`src/rtl/hazard_pkg.sv`:
```
// hazard_pkg: shared scoreboard entry type, forwarding constant and readiness helper
package hazard_pkg;
    localparam int FWD_RF = 0;
    localparam int DST_W  = 8;
    typedef struct packed {
        logic             v;
        logic [DST_W-1:0] dst;
        logic             wr;
        logic             ld;
    } sb_entry_t;
    function automatic int rdy_stage(input logic ld, input int ld_rdy, input int alu_rdy);
        return ld ? ld_rdy : alu_rdy;
    endfunction
endpackage

```
`src/rtl/hazard_src_match.sv`:
```
// hazard_src_match: youngest-producer lookup for one source operand
// sb_i: scoreboard (index 0 = back stage 1); src_i/use_i: operand;
// match_o: a producer is in flight; kmin_o: its stage; ready_o: its result is forwardable
module hazard_src_match
    import hazard_pkg::*;
#(
    parameter int NUM_BACK = 2,
    parameter int ALU_RDY  = 1,
    parameter int LD_RDY   = 2,
    parameter int REG_W    = 3,
    parameter int SEL_W    = 2
) (
    input  sb_entry_t [NUM_BACK-1:0] sb_i,
    input  logic [REG_W-1:0]         src_i,
    input  logic                     use_i,
    output logic                     match_o,
    output logic [SEL_W-1:0]         kmin_o,
    output logic                     ready_o
);
    logic ld_hit;
    // scan oldest to youngest so the lowest matching stage is the one left standing
    always_comb begin
        match_o = 1'b0;
        kmin_o  = '0;
        ld_hit  = 1'b0;
        for (int k = NUM_BACK - 1; k >= 0; k--) begin
            if (use_i && sb_i[k].v && sb_i[k].wr && sb_i[k].dst == DST_W'(src_i)) begin
                match_o = 1'b1;
                kmin_o  = SEL_W'(k + 1);
                ld_hit  = sb_i[k].ld;
            end
        end
    end
    assign ready_o = match_o && (int'(kmin_o) >= rdy_stage(ld_hit, LD_RDY, ALU_RDY));
endmodule

```
`src/rtl/hazard_ctrl.sv`:
```
// hazard_ctrl: scoreboard-based forwarding, load-use stall and flush control
// inputs: clk, reset, i_dec_* (register-read instruction), i_flush (kill it);
// outputs: o_issue, o_stall, o_fwd_sel_a/b (0 = regfile, k = back stage k),
// o_busy (pending-write bitmap), o_stall_cnt/o_flush_cnt (saturating)
module hazard_ctrl
    import hazard_pkg::*;
#(
    parameter int NUM_REGS = 8,
    parameter int NUM_BACK = 2,
    parameter int ALU_RDY  = 1,
    parameter int LD_RDY   = 2,
    parameter int CNT_W    = 16,
    localparam int REG_W   = $clog2(NUM_REGS),
    localparam int SEL_W   = $clog2(NUM_BACK + 1)
) (
    input  logic             clk,
    input  logic             reset,
    input  logic             i_dec_valid,
    input  logic [REG_W-1:0] i_dec_src_a,
    input  logic [REG_W-1:0] i_dec_src_b,
    input  logic             i_dec_use_a,
    input  logic             i_dec_use_b,
    input  logic [REG_W-1:0] i_dec_dst,
    input  logic             i_dec_wr,
    input  logic             i_dec_is_load,
    input  logic             i_flush,
    output logic             o_issue,
    output logic             o_stall,
    output logic [SEL_W-1:0] o_fwd_sel_a,
    output logic [SEL_W-1:0] o_fwd_sel_b,
    output logic [NUM_REGS-1:0] o_busy,
    output logic [CNT_W-1:0] o_stall_cnt,
    output logic [CNT_W-1:0] o_flush_cnt
);
    sb_entry_t [NUM_BACK-1:0] sb_q, sb_d;
    sb_entry_t dec;
    logic [CNT_W-1:0] stall_cnt_q, stall_cnt_d, flush_cnt_q, flush_cnt_d;
    logic match_a, ready_a, match_b, ready_b, hazard;
    logic [SEL_W-1:0] kmin_a, kmin_b;

    hazard_src_match #(.NUM_BACK(NUM_BACK), .ALU_RDY(ALU_RDY), .LD_RDY(LD_RDY),
                       .REG_W(REG_W), .SEL_W(SEL_W)) u_match_a (
        .sb_i(sb_q), .src_i(i_dec_src_a), .use_i(i_dec_use_a),
        .match_o(match_a), .kmin_o(kmin_a), .ready_o(ready_a)
    );
    hazard_src_match #(.NUM_BACK(NUM_BACK), .ALU_RDY(ALU_RDY), .LD_RDY(LD_RDY),
                       .REG_W(REG_W), .SEL_W(SEL_W)) u_match_b (
        .sb_i(sb_q), .src_i(i_dec_src_b), .use_i(i_dec_use_b),
        .match_o(match_b), .kmin_o(kmin_b), .ready_o(ready_b)
    );

    assign hazard      = (match_a && !ready_a) || (match_b && !ready_b);
    assign o_stall     = i_dec_valid && !i_flush && hazard;
    assign o_issue     = i_dec_valid && !i_flush && !hazard;
    assign o_fwd_sel_a = ready_a ? kmin_a : SEL_W'(FWD_RF);
    assign o_fwd_sel_b = ready_b ? kmin_b : SEL_W'(FWD_RF);
    assign o_stall_cnt = stall_cnt_q;
    assign o_flush_cnt = flush_cnt_q;
    assign dec = '{v: 1'b1, dst: DST_W'(i_dec_dst), wr: i_dec_wr, ld: i_dec_is_load};

    always_comb begin
        o_busy = '0;
        for (int k = 0; k < NUM_BACK; k++)
            if (sb_q[k].v && sb_q[k].wr) o_busy[sb_q[k].dst[REG_W-1:0]] = 1'b1;
    end

    // back stages always advance; a stall or flush only turns stage 1 into a bubble
    always_comb begin
        sb_d    = sb_q;
        sb_d[0] = o_issue ? dec : '0;
        for (int k = 1; k < NUM_BACK; k++) sb_d[k] = sb_q[k-1];
        stall_cnt_d = (o_stall && !(&stall_cnt_q)) ? stall_cnt_q + CNT_W'(1) : stall_cnt_q;
        flush_cnt_d = (i_flush && i_dec_valid && !(&flush_cnt_q)) ? flush_cnt_q + CNT_W'(1) : flush_cnt_q;
    end

    always_ff @(posedge clk) begin
        if (reset) begin
            sb_q        <= '0;
            stall_cnt_q <= '0;
            flush_cnt_q <= '0;
        end else begin
            sb_q        <= sb_d;
            stall_cnt_q <= stall_cnt_d;
            flush_cnt_q <= flush_cnt_d;
        end
    end
endmodule

```
`config.mk`:
```
export PLATFORM = sky130hd
export DESIGN_NAME = hazard_ctrl
export DESIGN_NICKNAME = d
export VERILOG_FILES = /design/src/rtl/hazard_pkg.sv /design/src/rtl/hazard_src_match.sv /design/src/rtl/hazard_ctrl.sv
export SDC_FILE = /design/constraint.sdc
export NUM_CORES = 1
export LEC_CHECK = 0
export ABC_CLOCK_PERIOD_IN_PS = 3200
export BUFFER_PORTS_ARGS = -buffer_cell sky130_fd_sc_hd__buf_2
export CAP_MARGIN = 20
export CORE_UTILIZATION = 52
export DETAILED_ROUTE_END_ITERATION = 6
export PLACE_DENSITY = 0.79
export SYNTH_ARGS = -nofsm -noshare
export SYNTH_HDL_FRONTEND = slang
export SYNTH_SLANG_ARGS = --single-unit
export TNS_END_PERCENT = 30
```
`constraint.sdc`:
```
create_clock -name clk -period 3.2 [get_ports clk]
set_clock_uncertainty 0.1 [all_clocks]
set_input_delay 0.96 -clock clk [delete_from_list [all_inputs] [get_ports clk]]
set_output_delay 0.96 -clock clk [all_outputs]
set_load 0.1 [all_outputs]
```
Yosys cells after proc, flatten, opt, wreduce, memory -nomap -nowiden --
Index checks and enable logic that the tools add are counted.
Cells by class: reductions and logical operators 36, bitwise gates (word level) 2, add/sub/neg operators 2, eq/ne operators 4, shifts and indexed selects 0, muxes and demuxes 23, multiply operators 0, $lt $le $gt $ge 6, divide/modulo/power cells 0
Operators by type and width (count):
- greater-or-equal comparator 3 x 32 -> 1 bit | 2
- adder 16 x 1 -> 16 bit (second input constant) | 2
- == test 8 x 3 -> 1 bit | 4
- AND reduction 16 bit | 2
- logical AND 1 bit | 26
- 2-to-1 mux 2 bit | 8
- 2-to-1 mux 8 bit | 2
- 2-to-1 mux 11 bit | 1
- 2-to-1 mux 1 bit | 10
- less-than comparator 3 x 4 -> 1 bit (second input constant) | 2
- bitwise OR 8 bit | 1
- demux 1 bit (select 3 bit) | 2
- greater-or-equal comparator 3 x 1 -> 1 bit (second input constant) | 2
- logical NOT 1 bit | 6
- OR reduction 2 bit | 1
- logical OR 1 bit | 1
- NOT 1 bit | 1
Word-level totals: input bits 17, bits in writable memories 0, output and inout port bits 46, latch bits 0, ROM bits 0, memories kept 0, register bits 54

Longest topological paths before layout --
Gate-level depths: netlist (run 1).
word-level depth 15, mapped depth 9

Modules after synthesis --
From an unflattened synthesis (run 1), not the netlist that was laid out.
Second synthesis, totals: cell total of the unflattened synthesis 281, area total of the unflattened synthesis 2486.1 um^2
Modules (own cells, without submodules):
- hazard_ctrl | area each 2180.8 um^2, instances 1, cells an instance 247
- hazard_src_match | area each 152.6 um^2, instances 2, cells an instance 17

Least setup slack after synthesis (run 1) --
No wires, ideal clock.
path kind input to output, start point input port i_dec_src_b[1], end point output port o_fwd_sel_b[1], setup slack -2.022 ns, arrival time 4.162 ns, stages on the path 3, cells stage by stage xor2_1 -> nor4_2 -> nor4_1
On the way: cells in the longest elaborated chain, start to end 8, elaborated cells on any way between the ends 14, those cells by class order compare (1); eq/ne (2); mux (8); reduce/logical (3)
Ends and longest elaborated chain:
- from (decl) | line hazard_ctrl.sv:20 | input logic [REG_W-1:0] i_dec_src_b,
- == test 8 x 3 -> 1 bit | line hazard_src_match.sv:27 | if (use_i && sb_i[k].v && sb_i[k].wr && sb_i[k].dst == DST_W'(src_i)) begin
- logical AND 1 bit | line hazard_src_match.sv:27
- 2-to-1 mux 1 bit (2 in series) | line hazard_src_match.sv:27
- 2-to-1 mux 2 bit | line hazard_pkg.sv:12 | return ld ? ld_rdy : alu_rdy;
- greater-or-equal comparator 3 x 32 -> 1 bit | line hazard_src_match.sv:34 | assign ready_o = match_o && (int'(kmin_o) >= rdy_stage(ld_hit, LD_RDY, ALU_RDY));
- logical AND 1 bit | line hazard_src_match.sv:34
- 2-to-1 mux 2 bit (*) | line hazard_ctrl.sv:56 | assign o_fwd_sel_b = ready_b ? kmin_b : SEL_W'(FWD_RF);
- to (decl) | line hazard_ctrl.sv:30 | output logic [SEL_W-1:0] o_fwd_sel_b,
Mark *: on every way between the ends. The rest lies on a longest branch, timed or not.

Final worst setup path (run 1) --
start point input port i_dec_src_a[1], end point output port o_stall
On the way: cells in the longest elaborated chain, start to end 11, elaborated cells on any way between the ends 17, those cells by class order compare (1); eq/ne (2); mux (7); reduce/logical (7)
Ends and longest elaborated chain:
- from (decl) | line hazard_ctrl.sv:19 | input logic [REG_W-1:0] i_dec_src_a,
- == test 8 x 3 -> 1 bit | line hazard_src_match.sv:27
- logical AND 1 bit | line hazard_src_match.sv:27
- 2-to-1 mux 1 bit (2 in series) | line hazard_src_match.sv:27
- 2-to-1 mux 2 bit | line hazard_pkg.sv:12
- greater-or-equal comparator 3 x 32 -> 1 bit | line hazard_src_match.sv:34
- logical AND 1 bit | line hazard_src_match.sv:34
- logical NOT 1 bit | line hazard_ctrl.sv:52 | assign hazard = (match_a && !ready_a) || (match_b && !ready_b);
- logical AND 1 bit (*) | line hazard_ctrl.sv:52
- logical OR 1 bit (*) | line hazard_ctrl.sv:52
- logical AND 1 bit (*) | line hazard_ctrl.sv:53 | assign o_stall = i_dec_valid && !i_flush && hazard;
- to (decl) | line hazard_ctrl.sv:28 | output logic o_stall,
Marks and branches as above.

==> results of run 1 <==
-- state kept, by name (all words and copies together), names as in the netlist --
name and cells:
o_flush_cnt 16, o_stall_cnt 16, sb_d 6, sb_q 5
-- tightest hold or removal path: cells and delay by family (launching register included) --
family / cells / cell delay (ps)
flip-flops: 1 / 340
AO/OA/AOI/OAI: 2 / 130
-- logic make-up after synthesis --
family | after synthesis | share of synthesized area
fa+ha+maj | 2 | 0.0110
xor+xnor | 24 | 0.0923
flops | 43 | 0.378
simple gates | 129 | 0.319
buf+inv | 18 | 0.0368
compound gates | 45 | 0.129
mux | 7 | 0.0340
-- cell type report --
cell class / count / area share
clock buffers: 6 / 0.0252
well taps: 50 / 0.0217
flip-flops and latches: 43 / 0.298
repair buffers: 66 / 0.149
clock inverters: 2 / 0.0208
inverters: 5 / 0.00651
multi-input cells: 207 / 0.478
-- repair_timing --
action / in CTS / in global routing
setup endpoints to repair: 1 / 2
endpoints found under the hold margin: 0 / 0
gates resized for setup: 1 / 1
pin swaps: 0 / 2
-- metrics by stage --
step | setup WS, ps | cell area, um2
6_report | 51.3 | 2880
3_3_place_gp | 28.5 | 2750
5_1_grt | 3.57 | 2880
3_5_place_dp | -4.87 | 2750
2_1_floorplan | -680 | 2320
4_1_cts | 27.4 | 2880
-- how the worst max path moves through the flow --
stage	from	to	slack, ps
CTS	i_dec_src_a[1]	o_issue	30
global placement	i_dec_src_b[2]	o_stall	30
floorplan	sb_d[13]$_SDFF_PP0_	o_busy[1]	-680
detailed placement	i_dec_src_a[1]	o_stall	-5
global route	i_dec_src_a[1]	o_stall	4
finish	i_dec_src_a[1]	o_stall	50
-- per-layer routing --
layer	up-vias	wire length, um	GRT usage
met2	62	2610	0.411
li1	1097	-	-
met5	-	0	0
met3	6	249	0.0500
met1	1043	2440	0.306
met4	0	34	0.0625
-- layout by cell type (no fill, tap or decap), drive strengths merged, types with 7 or more instances in the layout --
cell	Yosys	final
buf	4	66
dfxtp	43	43
nor2	23	23
xor2	18	18
nand2	15	15
nor2b	15	15
nand3	13	13
a21oi	12	12
and2	10	10
nor4	10	10
or4	9	9
nand4	8	8
o21ai	7	7
o31ai	7	7
o211ai	7	7
-- where the power goes --
group | switching [mW] | internal, mW
Combinational | 0.0479 | 0.0232
Sequential | 0.00797 | 0.540
Clock | 0.183 | 0.312
Total | 0.238 | 0.875
==> reports/qor.txt, run 1 <==
outcome: finished clean
R2R Path Start: sb_d[14]$_SDFF_PP0_
area of the multi-input gates: 1380 um2
syn avg cell area: 8.50 um2
Mapped Nets: 287
most frequent cell after synthesis: dfxtp_1
largest area contributor in the netlist: dfxtp_1
sequential cell area: 861 um2
via-per-instance ratio: 5.83
IO Port Bufs: 62
die area: 4650 um2
CP Class: input pin to output pin
Die Span Y: 68.2 um
final setup vio count: 0
H-tree depth: 2
GRT overflow: 0
nets: 347
CTS Hold Bufs: 0
drt drc: 0
Async S/R FF share, synth: 0
number of diodes: 0
Syn Inst Count: 268
Power Total: 1.11 mW
Final Hold Vio Count: 0
clock root buffer: clkbuf_8
Max-slew headroom: 0.472
row count: 23
vias in the first global route: 1890
CP bufs+invs: 4
CTS max path bufs: 2
Hold Slack: 405 ps
initial antenna violation count: 0
Routed Wire Length: 5330 um
Final Max Slew Viols: 0
largest net degree at the start of global routing: 46
Pleak: 1.16 nW
Worst VDD drop: 0.000225 V
CP required: 2140 ps
Initial Util: 0.554
top cells by count, synth: dfxtp_1 (43), nor2_1 (23), xor2_1 (18)
Worst Tran Pin Value: 792 ps
First-pass DRT Iterations: 4
Setup crit end kind: output pin
Reg-to-Reg End: o_stall_cnt[7]$_SDFFE_PP0P_
fin cells: 379
Hold WC Path Type: flop to flop
clock sink count: 43
fmax: 318 MHz
clk slew on worst S/H paths: 80 ps
post-CTS setup buffer count: 0
fraction of layout cells with a size suffix above 1: 0.274
first-pass GRT wire length: 8460 um
fin crit period: 3150 ps
CTS buffer count: 5
DR vias: 2208
Post-synth EDFFs: 0
Post-synth top flop: dfxtp_1
crit start category: input pin
area grow syn2layout: 26.6%
final core utilization: 0.701
peak per-stage delay on the critical path: 290 ps
crit path max fanout: 4
Antenna Nets Post-Route: 0
Worst-Skew Late Latency: 290 ps
area share of the leading cell type in the synthesized netlist: 0.378
PD cells: 386 nW/um2
crit path DAT: 2090 ps
CTS tree: yes
WL/cell: 14.1 um
leading post-synthesis cells by cell area: dfxtp_1 (38%), xor2_1 (6.9%), nor2b_1 (4.1%)
RSZ-0062 raised after global routing: false
hold endpoint: o_stall_cnt[13]$_SDFFE_PP0P_
Core Area: 4120 um2
crit-path cells: buf_2 -> xor2_1 -> nor4_2 -> buf_4 -> o211ai_2 -> inv_2 -> buf_12
synthesized flop and latch total: 43
MaxCap Viol Count: 0
Worst Reg-to-Reg Cells: 7
Reg2Reg Setup Slack: 800 ps
Placer Congestion: 0.815
TNS Setup: 0 ps
Crit path depth: 7
total track usage: 0.241
I/O pin cnt: 63
Die X-Extent: 68.2 um
dpl hpwl: 3790 um
warnings from Yosys: 0
Mapped Area: 2280 um2
Max stage delay cell, worst path: nor4_2
dpl cells: 371
Worst Min Path Start: o_stall_cnt[13]$_SDFFE_PP0P_
cell family with most CP delay: buffers and inverters
Tcrit/Tclk final: 0.984
post-synthesis sequential area ratio: 0.378
initial drt markers: 107
Hold Path Cell Cnt: 2
post-synthesis cell type count: 38
Fill cells: 330
(Power assumes the default switching activity.)
==> inputs of run 2 (changes only) <==
--- a/config.mk
+++ b/config.mk
@@ -8,6 +8,7 @@
 export ABC_CLOCK_PERIOD_IN_PS = 3200
 export BUFFER_PORTS_ARGS = -buffer_cell sky130_fd_sc_hd__buf_2
 export CAP_MARGIN = 20
+export CORE_ASPECT_RATIO = 0.7
 export CORE_UTILIZATION = 52
 export DETAILED_ROUTE_END_ITERATION = 6
 export PLACE_DENSITY = 0.79
==> run 2 against run 1 <==
Compared with the run above: critical path depth stayed put; register-to-register slack better by 20 ps; clock-buffer cell count stayed put; die area hardly changed; global-route usage is 0.61 points higher; critical endpoint unchanged.
==> reports/qor.txt, run 2 (same netlist as run 1, synthesis figures left out) <==
number of diodes: 0 (unchanged)
fin crit period: 3130 ps (was 3150 ps)
Worst VDD drop: 0.000323 V (was 0.000225 V)
Pleak: 1.15 nW (was 1.16 nW)
CP required: 2140 ps (about the same)
nets: 348 (was 347)
CP Class: input pin to output pin (unchanged)
Max-slew headroom: 0.474 (was 0.472)
dpl hpwl: 3870 um (was 3790 um)
IO Port Bufs: 62 (unchanged)
First-pass DRT Iterations: 4 (unchanged)
leading cell type in the layout, fill and taps excluded: buf_2 (unchanged)
CTS tree: yes (unchanged)
Final WS setup: 65.1 ps (was 51.3 ps)
Worst-Skew Late Latency: 290 ps (about the same)
CTS Hold Bufs: 0 (unchanged)
DR vias: 2182 (was 2208)
total track usage: 0.247 (was 0.241)
fmax: 319 MHz (was 318 MHz)
TNS Setup: 0 ps (unchanged)
H-tree depth: 2 (unchanged)
row count: 19 (was 23)
Final Max Slew Viols: 0 (unchanged)
CTS max path bufs: 2 (unchanged)
clock sink count: 43 (unchanged)
WL/cell: 13.9 um (was 14.1 um)
final setup vio count: 0 (unchanged)
Routed Wire Length: 5300 um (was 5330 um)
largest net degree at the start of global routing: 46 (unchanged)
post-route cell area: 2850 um2 (was 2880 um2)
vias in the first global route: 1884 (was 1890)
outcome: finished clean (unchanged)
I/O pin cnt: 63 (unchanged)
CTS buffer count: 5 (unchanged)
Placer Congestion: 0.841 (was 0.815)
Max stage delay cell, worst path: nor4_2 (unchanged)
Tcrit/Tclk final: 0.980 (was 0.984)
crit path max fanout: 4 (unchanged)
RSZ-0062 raised after global routing: false (unchanged)
cell family with most CP delay: buffers and inverters (unchanged)
CP bufs+invs: 4 (unchanged)
crit start category: input pin (unchanged)
GRT overflow: 0 (unchanged)
Setup crit end kind: output pin (unchanged)
Hold Path Cell Cnt: 2 (unchanged)
crit path DAT: 2070 ps (was 2090 ps)
Placed Area: 2760 um2 (was 2750 um2)
first-pass GRT wire length: 8790 um (was 8460 um)
PD cells: 337 nW/um2 (was 386 nW/um2)
Core Area: 4070 um2 (was 4120 um2)
Placement Setup Slack: -3.56 ps (was -4.87 ps)
via-per-instance ratio: 5.73 (was 5.83)
crit-path cells: buf_2 -> xor2_1 -> nor4_2 -> buf_4 -> o211ai_2 -> inv_2 -> buf_12 (unchanged)
clock root buffer: clkbuf_8 (unchanged)
Worst Reg-to-Reg Cells: 7 (unchanged)
drt drc: 0 (unchanged)
fraction of layout cells with a size suffix above 1: 0.277 (was 0.274)
area grow syn2layout: 25.0% (was 26.6%)
Hold Slack: 396 ps (was 405 ps)
initial drt markers: 120 (was 107)
die area: 4650 um2 (about the same)
Worst Tran Pin Value: 789 ps (was 792 ps)
most frequent cells in the layout: buf_2 (56), dfxtp_1 (43), nor2_1 (22) (unchanged)
Final Hold Vio Count: 0 (unchanged)
Die Span Y: 57.4 um (was 68.2 um)
Die X-Extent: 81.1 um (was 68.2 um)
MaxCap Viol Count: 0 (unchanged)
clk slew on worst S/H paths: 80 ps (about the same)
Antenna Nets Post-Route: 0 (unchanged)
Hold WC Path Type: flop to flop (unchanged)
peak per-stage delay on the critical path: 280 ps (was 290 ps)
initial antenna violation count: 0 (unchanged)
Initial Util: 0.560 (was 0.554)
Crit path depth: 7 (unchanged)
-- run 2: changes by cell type in the layout (fill, tap and decap cells not counted), sizes merged --
| cell | previous run | this run |
|---|---|---|
| buf | 66 | 67 |
| clkinv | 0 | 1 |
| bufinv | 2 | 0 |
-- run 2: final cells by class --
class                      count  area (um2)
sequential                    43         861
clock buffer                   6        82.6
multi-input combinational    207        1380
timing repair buffer          67         438
tap                           52        65.1
inverter                       5        18.8
clock inverter                 1        5.00
fill                         320        1220
-- run 2: per-layer routing --
| layer | wire, um | vias to the layer above | GRT usage |
|---|---|---|---|
| met5 | 0 | - | 0 |
| met4 | 51 | 0 | 0.0740 |
| met3 | 332 | 7 | 0.0656 |
| met2 | 2230 | 62 | 0.328 |
| met1 | 2690 | 1017 | 0.382 |
| li1 | - | 1096 | - |
-- run 2: path summary, 6_finish.rpt --
check / slack, ps / to / from
worst max-delay path: 70 / o_stall / i_dec_src_a[2]
worst min-delay path: 400 / o_stall_cnt[13]$_SDFFE_PP0P_ / o_stall_cnt[13]$_SDFFE_PP0P_
worst max register to register: 820 / o_stall_cnt[7]$_SDFFE_PP0P_ / sb_d[15]$_SDFF_PP0_
worst min register to register: 400 / o_stall_cnt[13]$_SDFFE_PP0P_ / o_stall_cnt[13]$_SDFFE_PP0P_
-- run 2: report_power, final --
group / internal, mW / total (mW) / switching (mW)
Combinational: 0.0231 / 0.0704 / 0.0473
Sequential: 0.540 / 0.548 / 0.00816
Clock: 0.169 / 0.341 / 0.172
Total: 0.732 / 0.960 / 0.227
-- run 2: tightest hold or removal path, delay by kind of cell, from the launching register on --
family,cells,cell delay (ps)
DFF,1,330
AOI/OAI and AO/OA,2,120
-- run 2: what timing repair did --
item                                    CTS  global route
gates resized for setup                   1             1
setup buffers                             0             0
pin swaps                                 0             1
endpoints found under the setup margin    1             2
cloned                                    0             0
-- run 2: stage by stage --
stage | std cells | utilization | power (mW)
final | 381 | 0.701 | 0.960
after global placement | 374 | 0.679 | 0.629
after global routing | 381 | 0.701 | 1.01
after CTS | 381 | 0.700 | 0.971
after floorplan | 268 | - | 0.607
after detailed placement | 374 | 0.679 | 0.630
==> inputs of run 3 (changes only) <==
--- a/config.mk
+++ b/config.mk
@@ -12,6 +12,7 @@
 export CORE_UTILIZATION = 52
 export DETAILED_ROUTE_END_ITERATION = 6
 export PLACE_DENSITY = 0.79
+export RECOVER_POWER = 25
 export SYNTH_ARGS = -nofsm -noshare
 export SYNTH_HDL_FRONTEND = slang
 export SYNTH_SLANG_ARGS = --single-unit
==> run 3 against run 2 <==
Compared with the run above: the flow now finishes with violations (max-capacitance violations, max-slew violations); first-iteration DRC count shrank 4.2%; clock-buffer cell count is the same; register-to-register slack is essentially flat; critical path depth shrank 1; combinational power is essentially flat; critical endpoint is now o_fwd_sel_a[0].
==> reports/qor.txt, run 3 (same netlist as run 1, synthesis figures left out) <==
Tcrit/Tclk final: 0.980 (about the same)
Worst VDD drop: 0.000321 V (was 0.000323 V)
Worst Min Path Start: o_stall_cnt[13]$_SDFFE_PP0P_ (unchanged)
failing checks: max-capacitance violations, max-slew violations
CTS max path bufs: 2 (unchanged)
vias in the first global route: 1884 (unchanged)
clock root buffer: clkbuf_8 (unchanged)
met2 Resource Use GR: 0.328 (unchanged)
most frequent cells in the layout: buf_2 (49), dfxtp_1 (43), nor2_1 (22) (was buf_2 (56), dfxtp_1 (43), nor2_1 (22))
P_sw: 0.227 mW (about the same)
CTS tree: yes (unchanged)
Hold WC Path Type: flop to flop (unchanged)
Core Area: 4070 um2 (unchanged)
Die Span Y: 57.4 um (unchanged)
drt drc: 0 (unchanged)
nets: 348 (unchanged)
Setup crit start: i_dec_src_a[2] (unchanged)
RSZ-0062 raised after global routing: false (unchanged)
leading cell type in the layout, fill and taps excluded: buf_2 (unchanged)
Sw Ratio: 0.236 (was 0.237)
post-CTS setup buffer count: 0 (unchanged)
row count: 19 (unchanged)
H-tree depth: 2 (unchanged)
dpl hpwl: 3870 um (unchanged)
outcome: finished with violations (was finished clean)
largest net degree at the start of global routing: 46 (unchanged)
clock network fraction of total power: 0.355 (was 0.356)
via-per-instance ratio: 5.78 (was 5.73)
First-pass DRT Iterations: 4 (unchanged)
crit path max fanout: 4 (unchanged)
GR peak layer: met1 (unchanged)
DR vias: 2201 (was 2182)
Final Hold Vio Count: 0 (unchanged)
Pleak: 1.12 nW (was 1.15 nW)
Final Max Slew Viols: 46 (was 0)
CTS buffer count: 5 (unchanged)
initial drt markers: 115 (was 120)
CTS Hold Bufs: 0 (unchanged)
CP required: 2140 ps (about the same)
GRT overflow: 0 (unchanged)
Worst-Skew Late Latency: 290 ps (about the same)
I/O pin cnt: 63 (unchanged)
Routed Wire Length: 5290 um (was 5300 um)
crit path DAT: 2070 ps (about the same)
met3 Track Usage GR: 0.0656 (unchanged)
clk slew on worst S/H paths: 80 ps (about the same)
WL/cell: 13.9 um (about the same)
area grow syn2layout: 24.7% (was 25.0%)
PD cells: 338 nW/um2 (was 337 nW/um2)
clock sink count: 43 (unchanged)
CP Class: input pin to output pin (unchanged)
R2R Path Start: sb_d[15]$_SDFF_PP0_ (unchanged)
initial antenna violation count: 0 (unchanged)
MaxCap Viol Count: 1 (was 0)
first-pass GRT wire length: 8790 um (unchanged)
final core utilization: 0.699 (was 0.701)
fin crit period: 3130 ps (about the same)
Internal: 0.732 mW (about the same)
IO Port Bufs: 62 (unchanged)
Worst Tran Pin Value: 1890 ps (was 789 ps)
Placer Congestion: 0.841 (unchanged)
met1 Use GR: 0.382 (unchanged)
final setup vio count: 0 (unchanged)
die area: 4650 um2 (unchanged)
Initial Util: 0.560 (unchanged)
fmax: 319 MHz (about the same)
Die X-Extent: 81.1 um (unchanged)
Setup crit end kind: output pin (unchanged)
Flop pwr share: 0.571 (about the same)
total track usage: 0.247 (unchanged)
fraction of layout cells with a size suffix above 1: 0.255 (was 0.277)
Power Total: 0.959 mW (was 0.960 mW)
Max-slew headroom: -0.261 (was 0.474)
number of diodes: 0 (unchanged)
Antenna Nets Post-Route: 0 (unchanged)
crit start category: input pin (unchanged)
Combinational Power Share: 0.074 (was 0.073)
TNS Setup: 0 ps (unchanged)
-- run 3: per-layer routing --
metal  share of wire  wire length (um)
met5               0                 0
met3           0.063               334
met4          0.0096                51
met2            0.42              2240
met1            0.50              2670
-- run 3: final cells by class --
| cell class | count | area (um2) |
|---|---|---|
| timing repair buffer | 67 | 429 |
| fill | 325 | 1220 |
| multi-input combinational | 207 | 1380 |
| clock buffer | 6 | 82.6 |
| tap | 52 | 65.1 |
| clock inverter | 1 | 5.00 |
| inverter | 5 | 18.8 |
| sequential | 43 | 861 |
-- run 3: timing repair --
action,in CTS,in global routing
endpoints found under the setup margin,1,2
gates resized for setup,1,1
endpoints found under the hold margin,0,0
pin swaps,0,1
-- run 3: critical path: stages --
cell	delay, ps
buf_2	120
xor2_1	150
nor4_2	280
buf_4	180
nor2b_2	190
buf_12	190
-- run 3: worst paths after layout --
| check | to | slack, ps | cells after the start |
|---|---|---|---|
| max | o_fwd_sel_a[0] | 70 | 6 |
| min reg2reg | o_stall_cnt[13]$_SDFFE_PP0P_ | 400 | 2 |
| max reg2reg | o_stall_cnt[7]$_SDFFE_PP0P_ | 820 | 7 |
| min | o_stall_cnt[13]$_SDFFE_PP0P_ | 400 | 2 |
-- run 3: power groups by stage --
stage | Sequential (mW) | Clock, mW | Combinational [mW]
global placement | 0.560 | 0 | 0.0689
floorplan | 0.569 | 0 | 0.0385
detailed placement | 0.560 | 0 | 0.0700
CTS | 0.548 | 0.353 | 0.0702
global route | 0.549 | 0.385 | 0.0757
finish | 0.548 | 0.340 | 0.0706
-- run 3: stage by stage --
stage	instance area (um2)	cells	setup WS, ps	hold slack, ps
final	2840	381	65.0	397
after global routing	2840	381	14.0	441
after CTS	2850	381	31.8	397
after detailed placement	2760	374	-3.56	384
after global placement	2760	374	28.7	380
after floorplan	2320	268	-680	387
